File: config.mk
export PLATFORM = sky130hd
export DESIGN_NAME = id_ix_issue_ctrl_flat
export DESIGN_NICKNAME = d
export VERILOG_FILES = /design/src/rtl/id_ix_issue_ctrl_pkg.sv /design/src/rtl/id_ix_issue_ctrl_if.sv /design/src/rtl/id_ix_issue_ctrl_sat_counter.sv /design/src/rtl/id_ix_issue_ctrl.sv /design/src/flat_wrapper.sv
export SDC_FILE = /design/constraint.sdc
export NUM_CORES = 1
export LEC_CHECK = 0
export ABC_AREA = 1
export CORE_ASPECT_RATIO = 1.1
export CORE_MARGIN = 2
export CORE_UTILIZATION = 69
export CTS_CLUSTER_SIZE = 20
export DETAILED_ROUTE_END_ITERATION = 12
export DONT_BUFFER_PORTS = 1
export GPL_ROUTABILITY_DRIVEN = 1
export PLACE_DENSITY = 0.82
export SLEW_MARGIN = 20
export SYNTH_ARGS = -nofsm -noshare
export SYNTH_HDL_FRONTEND = slang
export SYNTH_HIERARCHICAL = 1
export SYNTH_SLANG_ARGS = --single-unit
export TNS_END_PERCENT = 50
File: constraint.sdc
create_clock -name clk -period 4.3 [get_ports clk]
set_input_delay 0.645 -clock clk [delete_from_list [all_inputs] [get_ports clk]]
set_output_delay 0.645 -clock clk [all_outputs]
set_load 0.03 [all_outputs]
File: src/rtl/id_ix_issue_ctrl_pkg.sv
// Shared types and constants for the ID/IX issue and interlock controller.
package id_ix_issue_ctrl_pkg;

  typedef enum logic [1:0] {
    FWD_RF  = 2'd0,
    FWD_MEM = 2'd1,
    FWD_WB  = 2'd2
  } fwd_sel_e;

  typedef struct packed {
    logic       valid;
    logic [4:0] dest;
    logic       is_load;
  } slot_t;

  localparam logic [4:0]  REG_ZERO  = 5'd0;
  localparam int unsigned NUM_SLOTS = 3;
  localparam int unsigned SLOT_IX   = 0;
  localparam int unsigned SLOT_MEM  = 1;
  localparam int unsigned SLOT_WB   = 2;

  // Slots are only ever filled by register-writing, non-r0 instructions,
  // so valid alone means "writing".
  function automatic logic slot_hit(slot_t s, logic live, logic [4:0] r);
    return live && s.valid && (s.dest == r);
  endfunction

endpackage

File: src/rtl/id_ix_issue_ctrl_if.sv
// ID-stage request and issue-control response bundle around the ID/IX register.
interface id_ix_issue_ctrl_if #(
  parameter int unsigned CNT_W = 16
) ();
  logic             id_valid;
  logic [4:0]       id_rs;
  logic [4:0]       id_rt;
  logic             id_uses_rs;
  logic             id_uses_rt;
  logic [4:0]       id_dest;
  logic             id_write_to_reg;
  logic             id_is_load;
  logic             ix_redirect;
  logic             stall;
  logic             bubble;
  logic [1:0]       fwd_a_sel;
  logic [1:0]       fwd_b_sel;
  logic             squash_active;
  logic [CNT_W-1:0] stall_cnt;
  logic [CNT_W-1:0] squash_cnt;

  modport master (
    output id_valid, id_rs, id_rt, id_uses_rs, id_uses_rt, id_dest,
           id_write_to_reg, id_is_load, ix_redirect,
    input  stall, bubble, fwd_a_sel, fwd_b_sel, squash_active,
           stall_cnt, squash_cnt
  );

  modport slave (
    input  id_valid, id_rs, id_rt, id_uses_rs, id_uses_rt, id_dest,
           id_write_to_reg, id_is_load, ix_redirect,
    output stall, bubble, fwd_a_sel, fwd_b_sel, squash_active,
           stall_cnt, squash_cnt
  );
endinterface

File: src/rtl/id_ix_issue_ctrl_sat_counter.sv
// Saturating event counter, updated on the pipeline capture (falling) edge.
module issue_sat_counter #(
  parameter int unsigned CNT_W = 16
) (
  input  logic             clk,
  input  logic             rst,
  input  logic             inc,
  output logic [CNT_W-1:0] count
);

  logic [CNT_W-1:0] cnt_q;
  logic [CNT_W-1:0] cnt_d;

  always_comb begin
    cnt_d = cnt_q;
    if (inc && (cnt_q != '1)) cnt_d = cnt_q + CNT_W'(1);
  end

  always_ff @(negedge clk or posedge rst) begin
    if (rst) cnt_q <= '0;
    else     cnt_q <= cnt_d;
  end

  assign count = cnt_q;

endmodule

File: src/rtl/id_ix_issue_ctrl.sv
// Issue/interlock controller: load-use stall, redirect squash and registered
// forwarding selects for the instruction crossing ID/IX.
module id_ix_issue_ctrl
  import id_ix_issue_ctrl_pkg::*;
#(
  parameter int unsigned SQUASH_CYCLES = 1,
  parameter int unsigned CNT_W         = 16
) (
  input logic              clk,
  input logic              rst,
  id_ix_issue_ctrl_if.slave bus
);

  localparam logic [1:0] SQ_LOAD = 2'(SQUASH_CYCLES);

  slot_t      sb_q [NUM_SLOTS];
  slot_t      sb_d [NUM_SLOTS];
  logic [1:0] squash_q, squash_d;
  fwd_sel_e   fwd_a_q, fwd_a_d;
  fwd_sel_e   fwd_b_q, fwd_b_d;

  logic rs_live, rt_live;
  logic load_use, squash, bubble, stall_w, issue;

  function automatic fwd_sel_e pick_fwd(logic live, logic [4:0] r, slot_t ix, slot_t mem);
    if (slot_hit(ix, live, r))  return FWD_MEM;
    if (slot_hit(mem, live, r)) return FWD_WB;
    return FWD_RF;
  endfunction

  always_comb begin
    rs_live  = bus.id_valid && bus.id_uses_rs && (bus.id_rs != REG_ZERO);
    rt_live  = bus.id_valid && bus.id_uses_rt && (bus.id_rt != REG_ZERO);
    load_use = sb_q[SLOT_IX].is_load &&
               (slot_hit(sb_q[SLOT_IX], rs_live, bus.id_rs) ||
                slot_hit(sb_q[SLOT_IX], rt_live, bus.id_rt));
    // A redirect makes the ID instruction wrong-path, so it wins over load-use.
    squash   = bus.ix_redirect || (squash_q != '0);
    bubble   = squash || load_use;
    stall_w  = load_use && !squash;
    issue    = bus.id_valid && !bubble;

    sb_d[SLOT_IX] = '0;
    if (issue && bus.id_write_to_reg && (bus.id_dest != REG_ZERO)) begin
      sb_d[SLOT_IX].valid   = 1'b1;
      sb_d[SLOT_IX].dest    = bus.id_dest;
      sb_d[SLOT_IX].is_load = bus.id_is_load;
    end
    for (int unsigned i = 1; i < NUM_SLOTS; i++) sb_d[i] = sb_q[i-1];

    fwd_a_d = FWD_RF;
    fwd_b_d = FWD_RF;
    if (!bubble) begin
      fwd_a_d = pick_fwd(rs_live, bus.id_rs, sb_q[SLOT_IX], sb_q[SLOT_MEM]);
      fwd_b_d = pick_fwd(rt_live, bus.id_rt, sb_q[SLOT_IX], sb_q[SLOT_MEM]);
    end

    squash_d = squash_q;
    if (bus.ix_redirect)      squash_d = SQ_LOAD;
    else if (squash_q != '0)  squash_d = squash_q - 2'd1;
  end

  always_ff @(negedge clk or posedge rst) begin
    if (rst) begin
      for (int unsigned i = 0; i < NUM_SLOTS; i++) sb_q[i] <= '0;
      squash_q <= '0;
      fwd_a_q  <= FWD_RF;
      fwd_b_q  <= FWD_RF;
    end else begin
      for (int unsigned i = 0; i < NUM_SLOTS; i++) sb_q[i] <= sb_d[i];
      squash_q <= squash_d;
      fwd_a_q  <= fwd_a_d;
      fwd_b_q  <= fwd_b_d;
    end
  end

  assign bus.stall         = stall_w;
  assign bus.bubble        = bubble;
  assign bus.fwd_a_sel     = fwd_a_q;
  assign bus.fwd_b_sel     = fwd_b_q;
  assign bus.squash_active = (squash_q != '0);

  issue_sat_counter #(.CNT_W(CNT_W)) u_stall_cnt (
    .clk   (clk),
    .rst   (rst),
    .inc   (stall_w),
    .count (bus.stall_cnt)
  );

  issue_sat_counter #(.CNT_W(CNT_W)) u_squash_cnt (
    .clk   (clk),
    .rst   (rst),
    .inc   (squash && bus.id_valid),
    .count (bus.squash_cnt)
  );

endmodule

File: src/flat_wrapper.sv
// flat-port wrapper written by rule: the top's interface ports become plain ports
module id_ix_issue_ctrl_flat import id_ix_issue_ctrl_pkg::*;
#(
  parameter int unsigned SQUASH_CYCLES = 1,
  parameter int unsigned CNT_W         = 16
)
  (clk, rst, bus_id_valid, bus_id_rs, bus_id_rt, bus_id_uses_rs, bus_id_uses_rt, bus_id_dest, bus_id_write_to_reg, bus_id_is_load, bus_ix_redirect, bus_stall, bus_bubble, bus_fwd_a_sel, bus_fwd_b_sel, bus_squash_active, bus_stall_cnt, bus_squash_cnt);
  id_ix_issue_ctrl_if #(.CNT_W(CNT_W)) bus_i ();
  input logic clk;
  input logic rst;
  input wire logic [$bits(bus_i.id_valid)-1:0] bus_id_valid;
  input wire logic [$bits(bus_i.id_rs)-1:0] bus_id_rs;
  input wire logic [$bits(bus_i.id_rt)-1:0] bus_id_rt;
  input wire logic [$bits(bus_i.id_uses_rs)-1:0] bus_id_uses_rs;
  input wire logic [$bits(bus_i.id_uses_rt)-1:0] bus_id_uses_rt;
  input wire logic [$bits(bus_i.id_dest)-1:0] bus_id_dest;
  input wire logic [$bits(bus_i.id_write_to_reg)-1:0] bus_id_write_to_reg;
  input wire logic [$bits(bus_i.id_is_load)-1:0] bus_id_is_load;
  input wire logic [$bits(bus_i.ix_redirect)-1:0] bus_ix_redirect;
  output wire logic [$bits(bus_i.stall)-1:0] bus_stall;
  output wire logic [$bits(bus_i.bubble)-1:0] bus_bubble;
  output wire logic [$bits(bus_i.fwd_a_sel)-1:0] bus_fwd_a_sel;
  output wire logic [$bits(bus_i.fwd_b_sel)-1:0] bus_fwd_b_sel;
  output wire logic [$bits(bus_i.squash_active)-1:0] bus_squash_active;
  output wire logic [$bits(bus_i.stall_cnt)-1:0] bus_stall_cnt;
  output wire logic [$bits(bus_i.squash_cnt)-1:0] bus_squash_cnt;
  assign bus_i.id_valid = bus_id_valid;
  assign bus_i.id_rs = bus_id_rs;
  assign bus_i.id_rt = bus_id_rt;
  assign bus_i.id_uses_rs = bus_id_uses_rs;
  assign bus_i.id_uses_rt = bus_id_uses_rt;
  assign bus_i.id_dest = bus_id_dest;
  assign bus_i.id_write_to_reg = bus_id_write_to_reg;
  assign bus_i.id_is_load = bus_id_is_load;
  assign bus_i.ix_redirect = bus_ix_redirect;
  assign bus_stall = bus_i.stall;
  assign bus_bubble = bus_i.bubble;
  assign bus_fwd_a_sel = bus_i.fwd_a_sel;
  assign bus_fwd_b_sel = bus_i.fwd_b_sel;
  assign bus_squash_active = bus_i.squash_active;
  assign bus_stall_cnt = bus_i.stall_cnt;
  assign bus_squash_cnt = bus_i.squash_cnt;
  id_ix_issue_ctrl #(.SQUASH_CYCLES(SQUASH_CYCLES), .CNT_W(CNT_W)) u_core (.clk(clk), .rst(rst), .bus(bus_i));
endmodule
==> results of run 1 <==
-- worst reg2reg max path: cells and delay by family (launching register included) --
family	cells	cell delay (ns)
and+or+nand+nor	7	0.86
DFF	1	0.71
adders and majority gates	1	0.37
-- final cells by class --
type                            count  share of cell area
Multi-Input combinational cell    339              0.4945
Sequential cell                    51              0.3532
Inverter                           69             0.07168
Timing Repair Buffer               15             0.03670
Tap cell                           56             0.01939
Clock buffer                        5             0.01904
Clock inverter                      3            0.005540
-- layout by cell type, fill, tap and decap left out, types with 5 or more instances in the layout --
cell type  netlist  final
nand2_1        153    150
inv_1           64     61
dfrtn_1         51     51
nor2_1          48     47
nand3_1         22     22
nand2_2         13     16
nand4_1         15     15
o21ai_2         13     14
buf_4            0     12
nor2_4          10     10
o21ai_1          8      9
inv_2            5      8
nor2_2           7      8
xor2_1           8      8
clkbuf_8         0      5
nand3b_1         5      5
-- logic make-up (layout without fill, tap and decap cells) --
| family | count (synthesis) | after routing | synth area share |
|---|---|---|---|
| fa+ha+maj | 3 | 3 | 0.01129 |
| flops | 51 | 51 | 0.3839 |
| simple gates | 285 | 285 | 0.4080 |
| xor+xnor | 12 | 12 | 0.03161 |
| compound gates | 39 | 39 | 0.07828 |
| buf+inv | 71 | 92 | 0.08694 |
-- worst max path at each step --
stage	from	to	slack [ns]	cells past startpoint
after floorplan	bus_id_rt[4]	u_core/u_stall_cnt/count[13]$_DFFE_NP0P_	0.06	14
after detailed placement	bus_id_rt[4]	u_core/u_stall_cnt/count[13]$_DFFE_NP0P_	0.1	14
final	u_core/sb_d[9]$_DFF_NP0_	bus_stall	-0.17	7
after global placement	bus_id_rt[4]	u_core/u_stall_cnt/count[13]$_DFFE_NP0P_	0.14	14
after CTS	u_core/sb_d[12]$_DFF_NP0_	bus_stall	-0.11	7
after global routing	u_core/sb_d[9]$_DFF_NP0_	bus_stall	-0.24	7
-- flip-flops by register name, summed over array words and instances (netlist names) --
register,flops
u_core/bus.fwd_a_sel,2
u_core/bus.fwd_b_sel,2
u_core/sb_d,13
u_core/squash_q,2
u_core/u_squash_cnt/count,16
u_core/u_stall_cnt/count,16
-- metrics by stage --
stage / setup WS, ns / power, mW / TNS (ns) / util
detailed placement: 0.09552 / 0.9552 / 0 / 0.7310
global placement: 0.1363 / 0.9426 / 0 / 0.7310
finish: -0.1679 / 1.236 / -0.2942 / 0.7768
CTS: -0.1077 / 1.242 / -0.2102 / 0.7682
global route: -0.2378 / 1.297 / -0.4165 / 0.7768
floorplan: 0.05645 / 0.8978 / 0 / -
-- timing repair --
item / 4_1_cts / 5_1_grt
gates resized for setup: 9 / 5
pin swaps: 4 / 4
setup endpoints to repair: 2 / 2
buffers inserted: 8 / 4
-- power by group through the flow --
stage / Combinational (mW) / Sequential, mW / Clock [mW]
floorplan: 0.215 / 0.683 / 0
global placement: 0.241 / 0.701 / 0
detailed placement: 0.252 / 0.703 / 0
CTS: 0.261 / 0.694 / 0.286
global route: 0.294 / 0.705 / 0.298
finish: 0.262 / 0.694 / 0.281
-- metal layers --
layer	up-vias	track usage	wire (um)
met2	111	0.5010	3846
met1	1391	0.3267	2918
met3	16	0.06045	429
met4	0	0.1058	159
li1	1485	-	-
met5	-	0	0
==> impl_metrics.yaml, run 1 <==
clock_network:
  cts-buffers-inserted: 5
  clk_pin_slew_ns: 0.06
  cts_sinks: 51
  clkLatencyLatePin_ns: 0.31
  h-tree-depth: 2
  clock_path_buffers: 2
  clock_tree.root_cell: "clkbuf_8"
  cts_tree: "built"
  hold_buffers: 0
min_path:
  min_to: "u_core/sb_d[6]$_DFF_NP0_"
  hold_start: "u_core/sb_d[13]$_DFF_NP0_"
  whs_path_depth: 0
  worst_hold_path_type: "reg2reg"
drt:
  ant_nets: 0
  drcViolationCount: 1
  finalWirelength_mm: 7.354
  num_vias: 3003
  first_iter_violations: 297
  wl_per_cell_um: 13.67
  drtPass1Iterations: 10
  vias_per_cell: 5.582
finish:
  syn2layout_area_growth_pct: 8.694
  nets: 507
  design_area_um2: 3613
  finalNonFillerCells: 538
  fill_cells: 340
  multi_input_area_um2: 1787
  seqCellArea_um2: 1276
  drive_gt1_frac: 0.1826
  diodes: 0
critical_path:
  reg2reg_from: "u_core/u_squash_cnt/count[0]$_DFFE_NP0P_"
  cp-start-kind: "flop"
  cp_data_required_time_ns: 3.65
  cp.buffers_inverters: 2
  path_max_fanout: 3
  critPathTopFamily: "simple AND/OR/NAND/NOR gates"
  crit_type: "reg2out"
  crit_chain: "inv_1, nand2_1, and3_1, nand4_1, nand2_1, and3_4, buf_6"
  reg2reg_to: "u_core/u_squash_cnt/count[14]$_DFFE_NP0P_"
  cp_slowest_cell: "dfrtn_1"
  reg2reg_depth: 8
  endpoint_kind: "output port"
  slowest_delay_ns: 0.47
  r2r_slack_ns: 2.22
  path_common_cell: "nand2_1"
  arrival_ns: 3.82
power:
  p_sw_uw: 493.7
  comb_power_share: 0.212
  p_clk_frac: 0.227
  p_sw_frac: 0.3993
  p_seq_frac: 0.561
  peakVddDrop_mv: 0.4058
  p_leak_nw: 1.763
  intPower_uw: 742.7
  powerDensity_nw_per_um2: 342.2
timing:
  finalSetupViolCount: 2
  tightest_slew_ns: 0.6910
  finClkSkew_ns: 0.004292
  maxSlewViolCount: 0
  final-hold-violation-count: 0
  whs_ns: 0.3921
  max_slew_margin: 0.5389
  worst_slack_ns: -0.1679
  rsz0062_at_grt: "yes"
yosys:
  yosysMostFrequentCell: "nand2_1"
  yosys_most_used_dff: "dfrtn_1"
  synthTopCellsByCount: "nand2_1, inv_1, dfrtn_1, nor2_1, nand3_1"
  synth_fp_nets: 487
  synth-edff-count: 0
  avgSynthCellArea_um2: 7.211
  netlist-cell-type-count: 30
  synth_top_cell_by_area: "dfrtn_1"
  netlist_instances: 461
  async_flop_share: 1.000
  ys_ff_latch: 51
  ys_seq_area_frac: 0.3839
  synth_top_area_frac: 0.3839
  synthTopCellsByArea: "dfrtn_1, nand2_1, inv_1"
  ys_warn_count: 6
  syn_area_um2: 3324
placement:
  gp_congestion: 0.9926
  port_buffers: 0
  placed_cells: 518
  hpwl_mm: 5.457
  place_area_um2: 3401
die:
  die_w_um: 70.18
  design.core.area_um2: 4652
  io_pins: 62
  row_count: 26
  initial_core_util: 0.7146
  fp.dieH_um: 76.80
  dieArea_um2: 5390
global_routing:
  grt-ovfl-total: 0
  track_usage: 0.2802
  grt_max_degree: 20
  antenna_found_initial: 0
  grt_pass1_vias: 2902
  grt_first_pass_wirelength_mm: 12.25
status:
  outcome: "finished with violations"
  violations: "design-rule violations, negative setup slack"
flow_run:
  drv_cap: 0
(Power assumes the default switching activity.)
==> run 2, diff against run 1 <==
--- a/config.mk
+++ b/config.mk
@@ -6,17 +6,20 @@
 export NUM_CORES = 1
 export LEC_CHECK = 0
 export ABC_AREA = 1
+export CELL_PAD_IN_SITES_DETAIL_PLACEMENT = 0
+export CELL_PAD_IN_SITES_GLOBAL_PLACEMENT = 1
 export CORE_ASPECT_RATIO = 1.1
 export CORE_MARGIN = 2
-export CORE_UTILIZATION = 69
+export CORE_UTILIZATION = 51
+export CTS_BUF_LIST = sky130_fd_sc_hd__clkbuf_4
 export CTS_CLUSTER_SIZE = 20
 export DETAILED_ROUTE_END_ITERATION = 12
 export DONT_BUFFER_PORTS = 1
 export GPL_ROUTABILITY_DRIVEN = 1
-export PLACE_DENSITY = 0.82
+export PLACE_DENSITY = 0.85
 export SLEW_MARGIN = 20
 export SYNTH_ARGS = -nofsm -noshare
 export SYNTH_HDL_FRONTEND = slang
 export SYNTH_HIERARCHICAL = 1
 export SYNTH_SLANG_ARGS = --single-unit
-export TNS_END_PERCENT = 50
+export TNS_END_PERCENT = 20
==> run 2 against run 1 <==
Critical path depth is the same. Sequential cell count is the same. The flow finishes with violations (negative setup slack). Final cell count grew 4.1%. Utilization shrank 20 points. Largest power group unchanged. Clock power shrank 2%. Global-route usage shrank 4.8 points. Largest cell class unchanged. Via count shrank 3.9%. Cell area grew 0.14%. Critical endpoint unchanged. Combinational power is essentially flat. Wire length grew 4.7%.
==> impl_metrics.yaml, run 2 (synthesized netlist as in run 1, its figures left out) <==
global_routing:
  antenna_found_initial: 0
  grt-ovfl-total: 0
  grt_max_degree: 20
  track_usage: 0.2321
  grt_pass1_vias: 2901
  grt_first_pass_wirelength_mm: 12.92
drt:
  finalWirelength_mm: 7.699
  vias_per_cell: 5.152
  dr_wl_met3_um: 412
  first_iter_violations: 119
  top_layer_used: "met4"
  wl_met2_mm: 3.940
  num_vias: 2885
  wl_met1_mm: 3.204
  ant_nets: 0
  drcViolationCount: 0
  wl_per_cell_um: 13.75
  drtPass1Iterations: 4
clock_network:
  hold_buffers: 0
  h-tree-depth: 2
  clock_path_buffers: 2
  cts_sinks: 51
  clk_pin_slew_ns: 0.09
  cts_tree: "built"
  clkLatencyLatePin_ns: 0.35
  cts-buffers-inserted: 5
  clock_tree.root_cell: "clkbuf_4"
timing:
  tightest_slew_ns: 0.7160
  worst_slack_ns: -0.2038
  finClkSkew_ns: 0.009833
  maxSlewViolCount: 0
  final-hold-violation-count: 0
  max_slew_margin: 0.5222
  finalSetupViolCount: 2
  rsz0062_at_grt: "yes"
critical_path:
  path_max_fanout: 3
  cp_data_required_time_ns: 3.65
  arrival_ns: 3.86
  crit_type: "reg2out"
  endpoint_kind: "output port"
  cp-start-kind: "flop"
finish:
  diodes: 0
  multi_input_area_um2: 1789
  design_area_um2: 3618
  syn2layout_area_growth_pct: 8.845
  seqCellArea_um2: 1276
  fill_cells: 616
  drive_gt1_frac: 0.1813
  nets: 505
  fin_util: 0.5807
  mostFrequentLayoutCells: "nand2_1, inv_1, dfrtn_1"
  final_common_cell: "nand2_1"
die:
  row_count: 30
  initial_core_util: 0.5335
  fp.dieH_um: 88.68
  io_pins: 62
  dieArea_um2: 7181
  die_w_um: 80.98
  design.core.area_um2: 6231
placement:
  gp_congestion: 0.8729
  place_area_um2: 3453
  hpwl_mm: 5.994
  place_ws_ns: 0.08364
  port_buffers: 0
flow_run:
  drv_cap: 0
power:
  p_leak_nw: 1.754
  powerDensity_nw_per_um2: 341.1
  peakVddDrop_mv: 0.3278
min_path:
  worst_hold_path_type: "reg2reg"
status:
  violations: "negative setup slack"
  outcome: "finished with violations"
## run 2: changes by cell type in the layout (fill, tap and decap cells not counted), moves of 2 or more
cell	delta
buf_4	-2
clkbuf_8	-5
clkbuf_4	+5
clkinvlp_4	-2
## run 2: per-stage QoR
stage	TNS [ns]	total power, mW	instances	hold slack [ns]
2_1_floorplan	0	0.8978	461	0.3474
3_3_place_gp	0	0.9546	545	0.4048
3_5_place_dp	0	0.9633	545	0.3939
4_1_cts	-0.3645	1.240	558	0.4114
5_1_grt	-0.5667	1.316	560	0.4172
6_report	-0.3473	1.234	560	0.4147
## run 2: routing by layer
| metal | vias to the layer above | global-route usage |
|---|---|---|
| met1 | 1327 | 0.2606 |
| met5 | - | 0 |
| met2 | 67 | 0.4215 |
| met3 | 13 | 0.06224 |
| met4 | 0 | 0.08166 |
| li1 | 1478 | - |
## run 2: critical path: stages, from the launching register on
cell     delay [ns]
dfrtn_1        0.40
buf_4          0.15
nand2_1        0.07
and3_1         0.16
nand4_1        0.16
nand2_1        0.11
and3_4         0.18
buf_6          0.13
## run 2: where the power goes
part	total, mW	internal, mW	leakage [nW]	switching, mW
clock network	0.275	0.120	0.0426	0.155
registers	0.695	0.536	0.657	0.160
logic	0.264	0.0970	1.05	0.167
## run 2: cell type report
type,instances,area share
Multi-Input combinational cell,339,0.4945
Inverter,69,0.07158
Clock buffer,5,0.01037
Clock inverter,3,0.01072
Tap cell,80,0.02766
Sequential cell,51,0.3527
Timing Repair Buffer,13,0.03250
## run 2: final timing paths
path	startpoint	endpoint	cells past startpoint	slack (ns)
max in group asynchronous	rst	u_core/sb_d[1]$_DFF_NP0_	1	1.50
worst max-delay path	u_core/sb_d[9]$_DFF_NP0_	bus_stall	7	-0.20
min in group asynchronous	rst	u_core/u_stall_cnt/count[10]$_DFFE_NP0P_	1	2.28
worst max register to register	u_core/u_stall_cnt/count[0]$_DFFE_NP0P_	u_core/u_stall_cnt/count[14]$_DFFE_NP0P_	8	2.23
worst min register to register	u_core/sb_d[13]$_DFF_NP0_	u_core/sb_d[6]$_DFF_NP0_	0	0.41
worst min-delay path	u_core/sb_d[13]$_DFF_NP0_	u_core/sb_d[6]$_DFF_NP0_	0	0.41
## run 2: what timing repair did
action | 4_1_cts | 5_1_grt
endpoints found under the hold margin | 0 | 0
setup endpoints to repair | 2 | 2
pin swaps | 1 | 6
resized for setup | 5 | 11
setup buffers | 5 | 2
